`src/rtl/alu_pkg.sv`:
```
// Shared definitions for the arbitrated ALU slice.
// Holds the symbolic opcodes, the matching ALU control words {zx,nx,zy,ny,f,no},
// and the sequencer state encoding.
package alu_pkg;

  localparam logic [3:0] OP_ZERO = 4'd0;
  localparam logic [3:0] OP_ONE  = 4'd1;
  localparam logic [3:0] OP_NEG1 = 4'd2;
  localparam logic [3:0] OP_A    = 4'd3;
  localparam logic [3:0] OP_B    = 4'd4;
  localparam logic [3:0] OP_NOTA = 4'd5;
  localparam logic [3:0] OP_NEGA = 4'd6;
  localparam logic [3:0] OP_INCA = 4'd7;
  localparam logic [3:0] OP_DECA = 4'd8;
  localparam logic [3:0] OP_ADD  = 4'd9;
  localparam logic [3:0] OP_SUB  = 4'd10;
  localparam logic [3:0] OP_RSUB = 4'd11;
  localparam logic [3:0] OP_AND  = 4'd12;
  localparam logic [3:0] OP_OR   = 4'd13;
  localparam logic [3:0] OP_MUL  = 4'd14;
  localparam logic [3:0] OP_RSVD = 4'd15;

  localparam logic [5:0] CW_ZERO = 6'b101010;
  localparam logic [5:0] CW_ONE  = 6'b111111;
  localparam logic [5:0] CW_NEG1 = 6'b111010;
  localparam logic [5:0] CW_A    = 6'b001100;
  localparam logic [5:0] CW_B    = 6'b110000;
  localparam logic [5:0] CW_NOTA = 6'b001101;
  localparam logic [5:0] CW_NEGA = 6'b001111;
  localparam logic [5:0] CW_INCA = 6'b011111;
  localparam logic [5:0] CW_DECA = 6'b001110;
  localparam logic [5:0] CW_ADD  = 6'b000010;
  localparam logic [5:0] CW_SUB  = 6'b010011;
  localparam logic [5:0] CW_RSUB = 6'b000111;
  localparam logic [5:0] CW_AND  = 6'b000000;
  localparam logic [5:0] CW_OR   = 6'b010101;

  typedef enum logic [1:0] {StIdle, StExec, StMul, StResp} state_e;

endpackage

```
`src/rtl/alu.sv`:
```
// Existing 4-bit combinational ALU.
// Ports: x, y operands; zx/nx/zy/ny zero/negate each input; f selects add (1) or and (0);
// no negates the result; out result, zr result==0, ng result MSB.
module alu #(
  parameter int unsigned WIDTH = 4
) (
  input  logic [WIDTH-1:0] x,
  input  logic [WIDTH-1:0] y,
  input  logic             zx,
  input  logic             nx,
  input  logic             zy,
  input  logic             ny,
  input  logic             f,
  input  logic             no,
  output logic [WIDTH-1:0] out,
  output logic             zr,
  output logic             ng
);

  logic [WIDTH-1:0] w_x;
  logic [WIDTH-1:0] w_y;
  logic [WIDTH-1:0] w_f;
  logic [WIDTH-1:0] w_out;

  always_comb begin
    w_x = zx ? '0 : x;
    if (nx) w_x = ~w_x;
    w_y = zy ? '0 : y;
    if (ny) w_y = ~w_y;
    w_f   = f ? (w_x + w_y) : (w_x & w_y);
    w_out = no ? ~w_f : w_f;
  end

  assign out = w_out;
  assign zr  = (w_out == '0);
  assign ng  = w_out[WIDTH-1];

endmodule

```
`src/rtl/alu_op_decode.sv`:
```
// Opcode decoder: symbolic 4-bit opcode -> ALU control word {zx,nx,zy,ny,f,no}.
// Ports: i_op opcode; o_ctrl control word; o_err opcode is reserved for this build.
// MUL is sequenced by the caller, so its control word here is a don't-care.
module alu_op_decode
  import alu_pkg::*;
#(
  parameter bit MUL_EN = 1'b1
) (
  input  logic [3:0] i_op,
  output logic [5:0] o_ctrl,
  output logic       o_err
);

  always_comb begin
    o_ctrl = CW_ZERO;
    o_err  = 1'b0;
    unique case (i_op)
      OP_ZERO: o_ctrl = CW_ZERO;
      OP_ONE:  o_ctrl = CW_ONE;
      OP_NEG1: o_ctrl = CW_NEG1;
      OP_A:    o_ctrl = CW_A;
      OP_B:    o_ctrl = CW_B;
      OP_NOTA: o_ctrl = CW_NOTA;
      OP_NEGA: o_ctrl = CW_NEGA;
      OP_INCA: o_ctrl = CW_INCA;
      OP_DECA: o_ctrl = CW_DECA;
      OP_ADD:  o_ctrl = CW_ADD;
      OP_SUB:  o_ctrl = CW_SUB;
      OP_RSUB: o_ctrl = CW_RSUB;
      OP_AND:  o_ctrl = CW_AND;
      OP_OR:   o_ctrl = CW_OR;
      OP_MUL:  o_err  = !MUL_EN;
      OP_RSVD: o_err  = 1'b1;
    endcase
  end

endmodule

```
`src/rtl/alu_arbiter_seq.sv`:
```
// Round-robin front end sharing one combinational ALU between two requesters.
// Ports: clk/rst_n; req0_*/req1_* valid/ready request ports (op, a, b);
// rsp_* registered valid/ready response port (id, data, zr, ng, err).
// MUL is done by repeated addition through the same ALU, one add per cycle.
module alu_arbiter_seq
  import alu_pkg::*;
#(
  parameter int unsigned WIDTH  = 4,
  parameter bit          MUL_EN = 1'b1
) (
  input  logic             clk,
  input  logic             rst_n,
  input  logic             req0_valid,
  output logic             req0_ready,
  input  logic [3:0]       req0_op,
  input  logic [WIDTH-1:0] req0_a,
  input  logic [WIDTH-1:0] req0_b,
  input  logic             req1_valid,
  output logic             req1_ready,
  input  logic [3:0]       req1_op,
  input  logic [WIDTH-1:0] req1_a,
  input  logic [WIDTH-1:0] req1_b,
  output logic             rsp_valid,
  input  logic             rsp_ready,
  output logic             rsp_id,
  output logic [WIDTH-1:0] rsp_data,
  output logic             rsp_zr,
  output logic             rsp_ng,
  output logic             rsp_err
);

  localparam logic [WIDTH-1:0] CntOne = WIDTH'(1);

  state_e           r_state;
  logic             r_last_grant;
  logic [3:0]       r_op;
  logic [WIDTH-1:0] r_a;
  logic [WIDTH-1:0] r_b;
  logic [WIDTH-1:0] r_acc;
  logic [WIDTH-1:0] r_cnt;

  logic             w_gnt0;
  logic             w_gnt1;
  logic [3:0]       w_sel_op;
  logic [5:0]       w_dec_ctrl;
  logic             w_dec_err;
  logic [WIDTH-1:0] w_alu_x;
  logic [WIDTH-1:0] w_alu_y;
  logic [5:0]       w_alu_ctrl;
  logic [WIDTH-1:0] w_alu_out;
  logic             w_alu_zr;
  logic             w_alu_ng;

  // Contention goes to whoever did not win last time.
  assign w_gnt0   = req0_valid && (!req1_valid || r_last_grant);
  assign w_gnt1   = req1_valid && (!req0_valid || !r_last_grant);
  assign w_sel_op = w_gnt1 ? req1_op : req0_op;

  assign req0_ready = (r_state == StIdle) && w_gnt0;
  assign req1_ready = (r_state == StIdle) && w_gnt1;

  alu_op_decode #(
    .MUL_EN (MUL_EN)
  ) u_decode (
    .i_op   (r_op),
    .o_ctrl (w_dec_ctrl),
    .o_err  (w_dec_err)
  );

  // MUL steers acc+a while counting down, then passes acc through as a plain A op.
  always_comb begin
    w_alu_x    = r_a;
    w_alu_y    = r_b;
    w_alu_ctrl = w_dec_ctrl;
    if (r_state == StMul) begin
      w_alu_x    = r_acc;
      w_alu_y    = r_a;
      w_alu_ctrl = (r_cnt != '0) ? CW_ADD : CW_A;
    end
  end

  alu #(
    .WIDTH (WIDTH)
  ) u_alu (
    .x   (w_alu_x),
    .y   (w_alu_y),
    .zx  (w_alu_ctrl[5]),
    .nx  (w_alu_ctrl[4]),
    .zy  (w_alu_ctrl[3]),
    .ny  (w_alu_ctrl[2]),
    .f   (w_alu_ctrl[1]),
    .no  (w_alu_ctrl[0]),
    .out (w_alu_out),
    .zr  (w_alu_zr),
    .ng  (w_alu_ng)
  );

  always_ff @(posedge clk or negedge rst_n) begin
    if (!rst_n) begin
      r_state      <= StIdle;
      r_last_grant <= 1'b1;
      r_op         <= '0;
      r_a          <= '0;
      r_b          <= '0;
      r_acc        <= '0;
      r_cnt        <= '0;
      rsp_valid    <= 1'b0;
      rsp_id       <= 1'b0;
      rsp_data     <= '0;
      rsp_zr       <= 1'b0;
      rsp_ng       <= 1'b0;
      rsp_err      <= 1'b0;
    end else begin
      unique case (r_state)
        StIdle: begin
          if (w_gnt0 || w_gnt1) begin
            r_op         <= w_sel_op;
            r_a          <= w_gnt1 ? req1_a : req0_a;
            r_b          <= w_gnt1 ? req1_b : req0_b;
            rsp_id       <= w_gnt1;
            r_last_grant <= w_gnt1;
            r_acc        <= '0;
            r_cnt        <= w_gnt1 ? req1_b : req0_b;
            r_state      <= ((w_sel_op == OP_MUL) && MUL_EN) ? StMul : StExec;
          end
        end
        StExec: begin
          if (w_dec_err) begin
            rsp_data <= '0;
            rsp_zr   <= 1'b1;
            rsp_ng   <= 1'b0;
          end else begin
            rsp_data <= w_alu_out;
            rsp_zr   <= w_alu_zr;
            rsp_ng   <= w_alu_ng;
          end
          rsp_err   <= w_dec_err;
          rsp_valid <= 1'b1;
          r_state   <= StResp;
        end
        StMul: begin
          if (r_cnt != '0) begin
            r_acc <= w_alu_out;
            r_cnt <= r_cnt - CntOne;
          end else begin
            rsp_data  <= w_alu_out;
            rsp_zr    <= w_alu_zr;
            rsp_ng    <= w_alu_ng;
            rsp_err   <= 1'b0;
            rsp_valid <= 1'b1;
            r_state   <= StResp;
          end
        end
        StResp: begin
          if (rsp_ready) begin
            rsp_valid <= 1'b0;
            r_state   <= StIdle;
          end
        end
        default: r_state <= StIdle;
      endcase
    end
  end

endmodule
```
`config.mk`:
```
export PLATFORM = sky130hd
export DESIGN_NAME = alu_arbiter_seq
export DESIGN_NICKNAME = d
export VERILOG_FILES = /design/src/rtl/alu_pkg.sv /design/src/rtl/alu.sv /design/src/rtl/alu_op_decode.sv /design/src/rtl/alu_arbiter_seq.sv
export SDC_FILE = /design/constraint.sdc
export NUM_CORES = 1
export LEC_CHECK = 0
export ABC_CLOCK_PERIOD_IN_PS = 3740
export CAP_MARGIN = 0
export CORE_MARGIN = 2
export CORE_UTILIZATION = 53
export DETAILED_ROUTE_END_ITERATION = 10
export PLACE_DENSITY = 0.79
export RECOVER_POWER = 100
export SLEW_MARGIN = 10
export SYNTH_ARGS = -nofsm -noshare
export SYNTH_HDL_FRONTEND = slang
export SYNTH_HIERARCHICAL = 1
export SYNTH_SLANG_ARGS = --single-unit
```
`constraint.sdc`:
```
create_clock -name clk -period 3.74 [get_ports clk]
set_clock_uncertainty 0.05 [all_clocks]
set_input_delay 0.935 -clock clk [delete_from_list [all_inputs] [get_ports clk]]
set_output_delay 0.935 -clock clk [all_outputs]
set_load 0.02 [all_outputs]
```
After elaboration in Yosys (flattened, before gate mapping). Cells that the tools add are included.

Bits in latches: 0. Memory bits (writable): 0. Bits in registers: 32. Memories kept: 0. Output and inout port bits: 11. Memory bits (read-only): 0.

Multiplexer cells: 40. $mul: 0. Bitwise operators: 4. $add $sub $neg: 2. Reductions and logical operators: 21. Magnitude comparators: 0. Shifts and indexed selects: 0. Eq/ne operators: 22. Divide/modulo/power cells: 0.

Operator list (number): 6-bit one-hot mux with 13 select lines (1); 4-bit 2-to-1 mux (18); 4-bit equality test (second input constant) (8); 4-bit one-hot mux with 2 select lines (3); 4-bit by 3-bit equality test with 1-bit output (second input constant) (4); 4-bit NOT (3); 3-bit AND reduction (3); 4-bit by 2-bit equality test with 1-bit output (second input constant) (2); 1-bit 2-to-1 mux (8); 2-bit 2-to-1 mux (4); 2-bit one-hot mux with 4 select lines (1); 6-bit 2-to-1 mux (1); 1-bit one-hot mux with 2 select lines (3); 4-bit adder (1); 4-bit bitwise AND (1); 2-bit equality test (second input constant) (2); 4-bit by 1-bit equality test with 1-bit output (second input constant) (1); 1-bit logical AND (4); 4-bit logical NOT (1); 2-bit by 1-bit != test with 1-bit output (second input constant) (2); 2-bit != test (second input constant) (2); 2-bit AND reduction (2); 2-bit nonzero test (2); 4-bit nonzero test (1); 7 further kinds (11).

Depth between registers and ports, before layout.
Word-level depth: 13. Gate-level depth with buffers: 16.

Modules after synthesis. Netlist, hierarchy kept.

By module, submodules not included: alu_arbiter_seq (sequential area each 802.0 µm², area each 1769.2 µm², instances 1, cells each 175); alu (sequential area each 0.0 µm², area each 411.6 µm², instances 1, cells each 52); alu_op_decode (sequential area each 0.0 µm², area each 158.9 µm², instances 1, cells each 28).

Worst setup path before layout. No wires, ideal clock.

Path type: register to register. From: reg r_op[3]. To: reg rsp_zr. Arrival time: 3063 ps. Setup time: 83 ps. Cell stages (with the launch flop): 15. Path buffers: 1. Path slack: 545 ps. Path through: dfrtp_1 > nor2b_2 > or3_1 > a31oi_1 > nor2b_1 > clkbuf_1 > xnor2_1 > ha_1 > fa_1 > xnor2_1 > a21oi_2 > or3_1 > mux2i_1 > nor2_1 > o21ai_0.

RTL lines: from (decl) (line alu_arbiter_seq.sv:36) `logic [3:0] r_op;`; from (signal assigned) (line alu_arbiter_seq.sv:117) `r_op <= w_sel_op;`; 4-bit equality test, or another cell as far along (line alu_op_decode.sv:17) `unique case (i_op)`; 6-bit one-hot mux with 13 select lines (*) (line alu_op_decode.sv:17); net w_dec_ctrl[4] (line alu_arbiter_seq.sv:45) `logic [5:0] w_dec_ctrl;`; 6-bit 2-to-1 mux (*) (line alu_arbiter_seq.sv:75) `if (r_state == StMul) begin`; net w_alu_ctrl[4] (line alu_arbiter_seq.sv:49) `logic [5:0] w_alu_ctrl;`; 4-bit 2-to-1 mux (*) (line alu.sv:27) `if (nx) w_x = ~w_x;`; 4-bit adder or 4-bit bitwise AND (tied branches) (line alu.sv:30) `w_f = f ? (w_x + w_y) : (w_x & w_y);`; 4-bit 2-to-1 mux (*) (line alu.sv:30); 4-bit NOT (line alu.sv:31) `w_out = no ? ~w_f : w_f;`; 4-bit 2-to-1 mux (*) (line alu.sv:31); 4-bit logical NOT (*) (line alu.sv:35) `assign zr = (w_out == '0);`; net w_alu_zr (line alu_arbiter_seq.sv:51) `logic w_alu_zr;`; 1-bit 2-to-1 mux (on tied branches) (line alu_arbiter_seq.sv:142, alu_arbiter_seq.sv:128); 1-bit one-hot mux with 2 select lines (*) (line alu_arbiter_seq.sv:114) `unique case (r_state)`; to (signal assigned) (line alu_arbiter_seq.sv:134) `rsp_zr <= w_alu_zr;`; to (signal assigned) (line alu_arbiter_seq.sv:147) `rsp_zr <= w_alu_zr;`; to (decl) (line alu_arbiter_seq.sv:27) `output logic rsp_zr,`.

Mark *: on every way through the listed nets, which the timed path passes. The rest lies on a longest branch. The select of a mux whose other input is x is not followed. A chain may end at the register's enable or synchronous reset.

Worst setup path in the final report.
From: in req1_valid. To: out req1_ready.

Word-level cells in the longest chain between the ends: 2.

RTL lines: from (decl) (line alu_arbiter_seq.sv:18) `input logic req1_valid,`; 1-bit logical AND (line alu_arbiter_seq.sv:56) `assign w_gnt1 = req1_valid && (!req0_valid || !r_last_grant);`; 1-bit logical AND (line alu_arbiter_seq.sv:60) `assign req1_ready = (r_state == StIdle) && w_gnt1;`; to (decl) (line alu_arbiter_seq.sv:19) `output logic req1_ready,`.

Every way passes these cells.

==> results_dict.tcl <==
set metrics [dict create \
    outcome "complete, but fails checks" \
    violations "capacitance limit, slew limit" \
    worstSetupStartpointType "primary input" \
    synth_seq_cells 32 \
    cts_resized 0 \
    drt-total-wl_um 4640 \
    fp-row-count 24 \
    yosys_warnings 6 \
    synth-xor-area-share_pct 4.87 \
    insertion_delay_ps 280 \
    wl_per_cell_um 13.4 \
    initial_utilization_pct 54.5 \
    synth_top_family_by_area "compound AO/OA/AOI/OAI gates" \
    grt_pass1_vias 1814 \
    drtAntennaViolNets 0 \
    dp_cells 338 \
    antennaDiodeCount 0 \
    clk_path_buf_depth 2 \
    gp_congestion 0.850 \
    drt_iter0_markers 152 \
    timing.rr.start "r_op[2]" \
    route.vias.total 1900 \
    die-area_um2 4960 \
    worstPathMaxFanout 5 \
    final.min_clock_period_ps 3560 \
    viasPerCell 5.51 \
    critical_path_class "primary input to output port" \
    r2r_setup_slack_ps 440 \
    worstPathRequired_ps 2750 \
    cts_hold_buffers 0 \
    core_um2 4290 \
    synth_area_leaders "dfrtp_1 33%, mux2i_1 6.8%, o21ai_0 6.0%, ha_1 4.8%, nand2_1 4.8%" \
    grt_pass1_wl_um 8000 \
    fp.dieH_um 70.4 \
    synth-adder-area-share_pct 6.10 \
    max_freq_mhz 281 \
    synth_async_sr_flop_share_pct 100 \
    synthCells 255 \
    fin_setup_tns_ps 0 \
    synth_compound_area_share_pct 19.0 \
    synthDistinctLibCells 56 \
    synthMostInstantiatedCell "dfrtp_1" \
    post-cts-setup-buffers 0 \
    synth_area_um2 2340 \
    io_buffer_count 39 \
    drc 0 \
    dr.pass1.iters 4 \
    ios 40 \
    nets 332 \
    final-hold-violation-count 0 \
    synth_nets 294 \
    cts_tree "done" \
    syn_avg_cell_area_um2 9.18 \
    cap_violations 1 \
    post-dp-hpwl_um 3620 \
    h-tree-depth 2 \
    synth_edf_count 0 \
    die_w_um 70.4 \
    setup_violations 0 \
    worst_pin_slew_ps 1660 \
    final_cells 345 \
    synthSimpleGateAreaFrac_pct 17.9 \
    crit_path_end_kind "output port" \
    synth.area.mux_share_pct 11.2 \
    synthToLayoutAreaGrowth_pct 20.1 \
    track_usage_pct 19.9 \
    numCtsBuffers 5 \
    synth_top_area_cell "dfrtp_1" \
    hold_start "rsp_data[1]" \
    slew_headroom_pct -10.5 \
    synth_top_area_share_pct 33.2 \
    grt_max_degree 33 \
    min_period_over_period_pct 95.3 \
    cts.clk_slew.worst_paths_ps 70 \
    rsz0062_at_grt "false" \
    grt.overflow.total 0 \
    drive_gt1_share_pct 10.2 \
    crit_start "req1_valid" \
    cp.arrival_ps 2580 \
    root_buffer "clkbuf_8" \
    drv_slew 33 \
    clock-sinks 32 \
    synth.yosys.seq_area_share_pct 34.3 \
    synth_top_flop_cell "dfrtp_1" \
    synth_common_cells "31 x dfrtp_1, 30 x nand2_1, 28 x o21ai_0" \
    hold_path.class "register to register" \
    antenna_found_initial 0 \
]
## critical path, stage by stage
cell and delay (ps):
dlygate4sd3_1 620, a21boi_4 200, and2_2 150, dlygate4sd3_1 670
## cell families (layout without fill, tap and decap cells)
group,Yosys count,in the layout
AND/OR/NAND/NOR,77,77
AO/OA/AOI/OAI,66,66
flip-flops,32,32
buffers and inverters,31,69
multiplexers,25,25
XOR/XNOR,13,13
adder cells (fa/ha/maj),11,11
## worst paths after layout
| kind | to | cells after the start |
|---|---|---|
| worst max-delay path | req1_ready | 4 |
| worst min-delay path | rsp_data[1] | 2 |
| worst max register to register | rsp_ng | 14 |
| worst min register to register | rsp_data[1] | 2 |
| max in group asynchronous | r_a[1] | 2 |
| min in group asynchronous | r_cnt[1] | 2 |
## area by class of cell
type	count	area, um2
fill	345	1480
clock buffer	6	72.6
timing repair buffer	45	428
inverter	17	63.8
sequential	32	802
clock inverter	1	5.00
tap	52	65.1
multi-input combinational	192	1370
## sequential cells by signal, indices dropped and copies added (netlist names)
register and count:
r_cnt 4, rsp_valid 1, rsp_zr 1, r_op 4, r_last_grant 1, rsp_err 1, r_a 4, r_state 2
r_acc 4, rsp_ng 1, rsp_data 4, r_b 4, rsp_id 1
## cells in the final DEF (no fill, tap or decap), types with 8 or more instances in the layout
cell             count
mux2_2               9
clkdlybuf4s50_1     26
inv_1               17
nand2b_1             8
ha_1                 9
a21oi_1              8
dlygate4sd3_1       13
nor2b_1              8
mux2i_1             16
nand2_1             30
o21ai_0             29
dfrtp_1             31
xnor2_1             12
## stage by stage
| step | cell area, um2 | hold slack, ps | util [%] | setup WS (ps) |
|---|---|---|---|---|
| final | 2810 | 419 | 65.4 | 177 |
| after global routing | 2810 | 451 | 65.4 | 126 |
| after CTS | 2830 | 434 | 65.8 | 316 |
| after detailed placement | 2750 | 419 | 64.0 | 323 |
| after global placement | 2750 | 411 | 64.0 | 343 |
| after floorplan | 2340 | 396 | - | 545 |
## routing by layer
layer / track usage (%) / share of wire, % / up-vias
met5: 0 / 0 / -
met4: 7.48 / 1.5 / 0
met3: 4.62 / 6.2 / 9
met1: 26.0 / 45 / 853
li1: - / - / 971
met2: 31.8 / 47 / 67
Power is not shown: default switching activity piles up to over one toggle a cycle in this logic, so the estimate is an artifact.
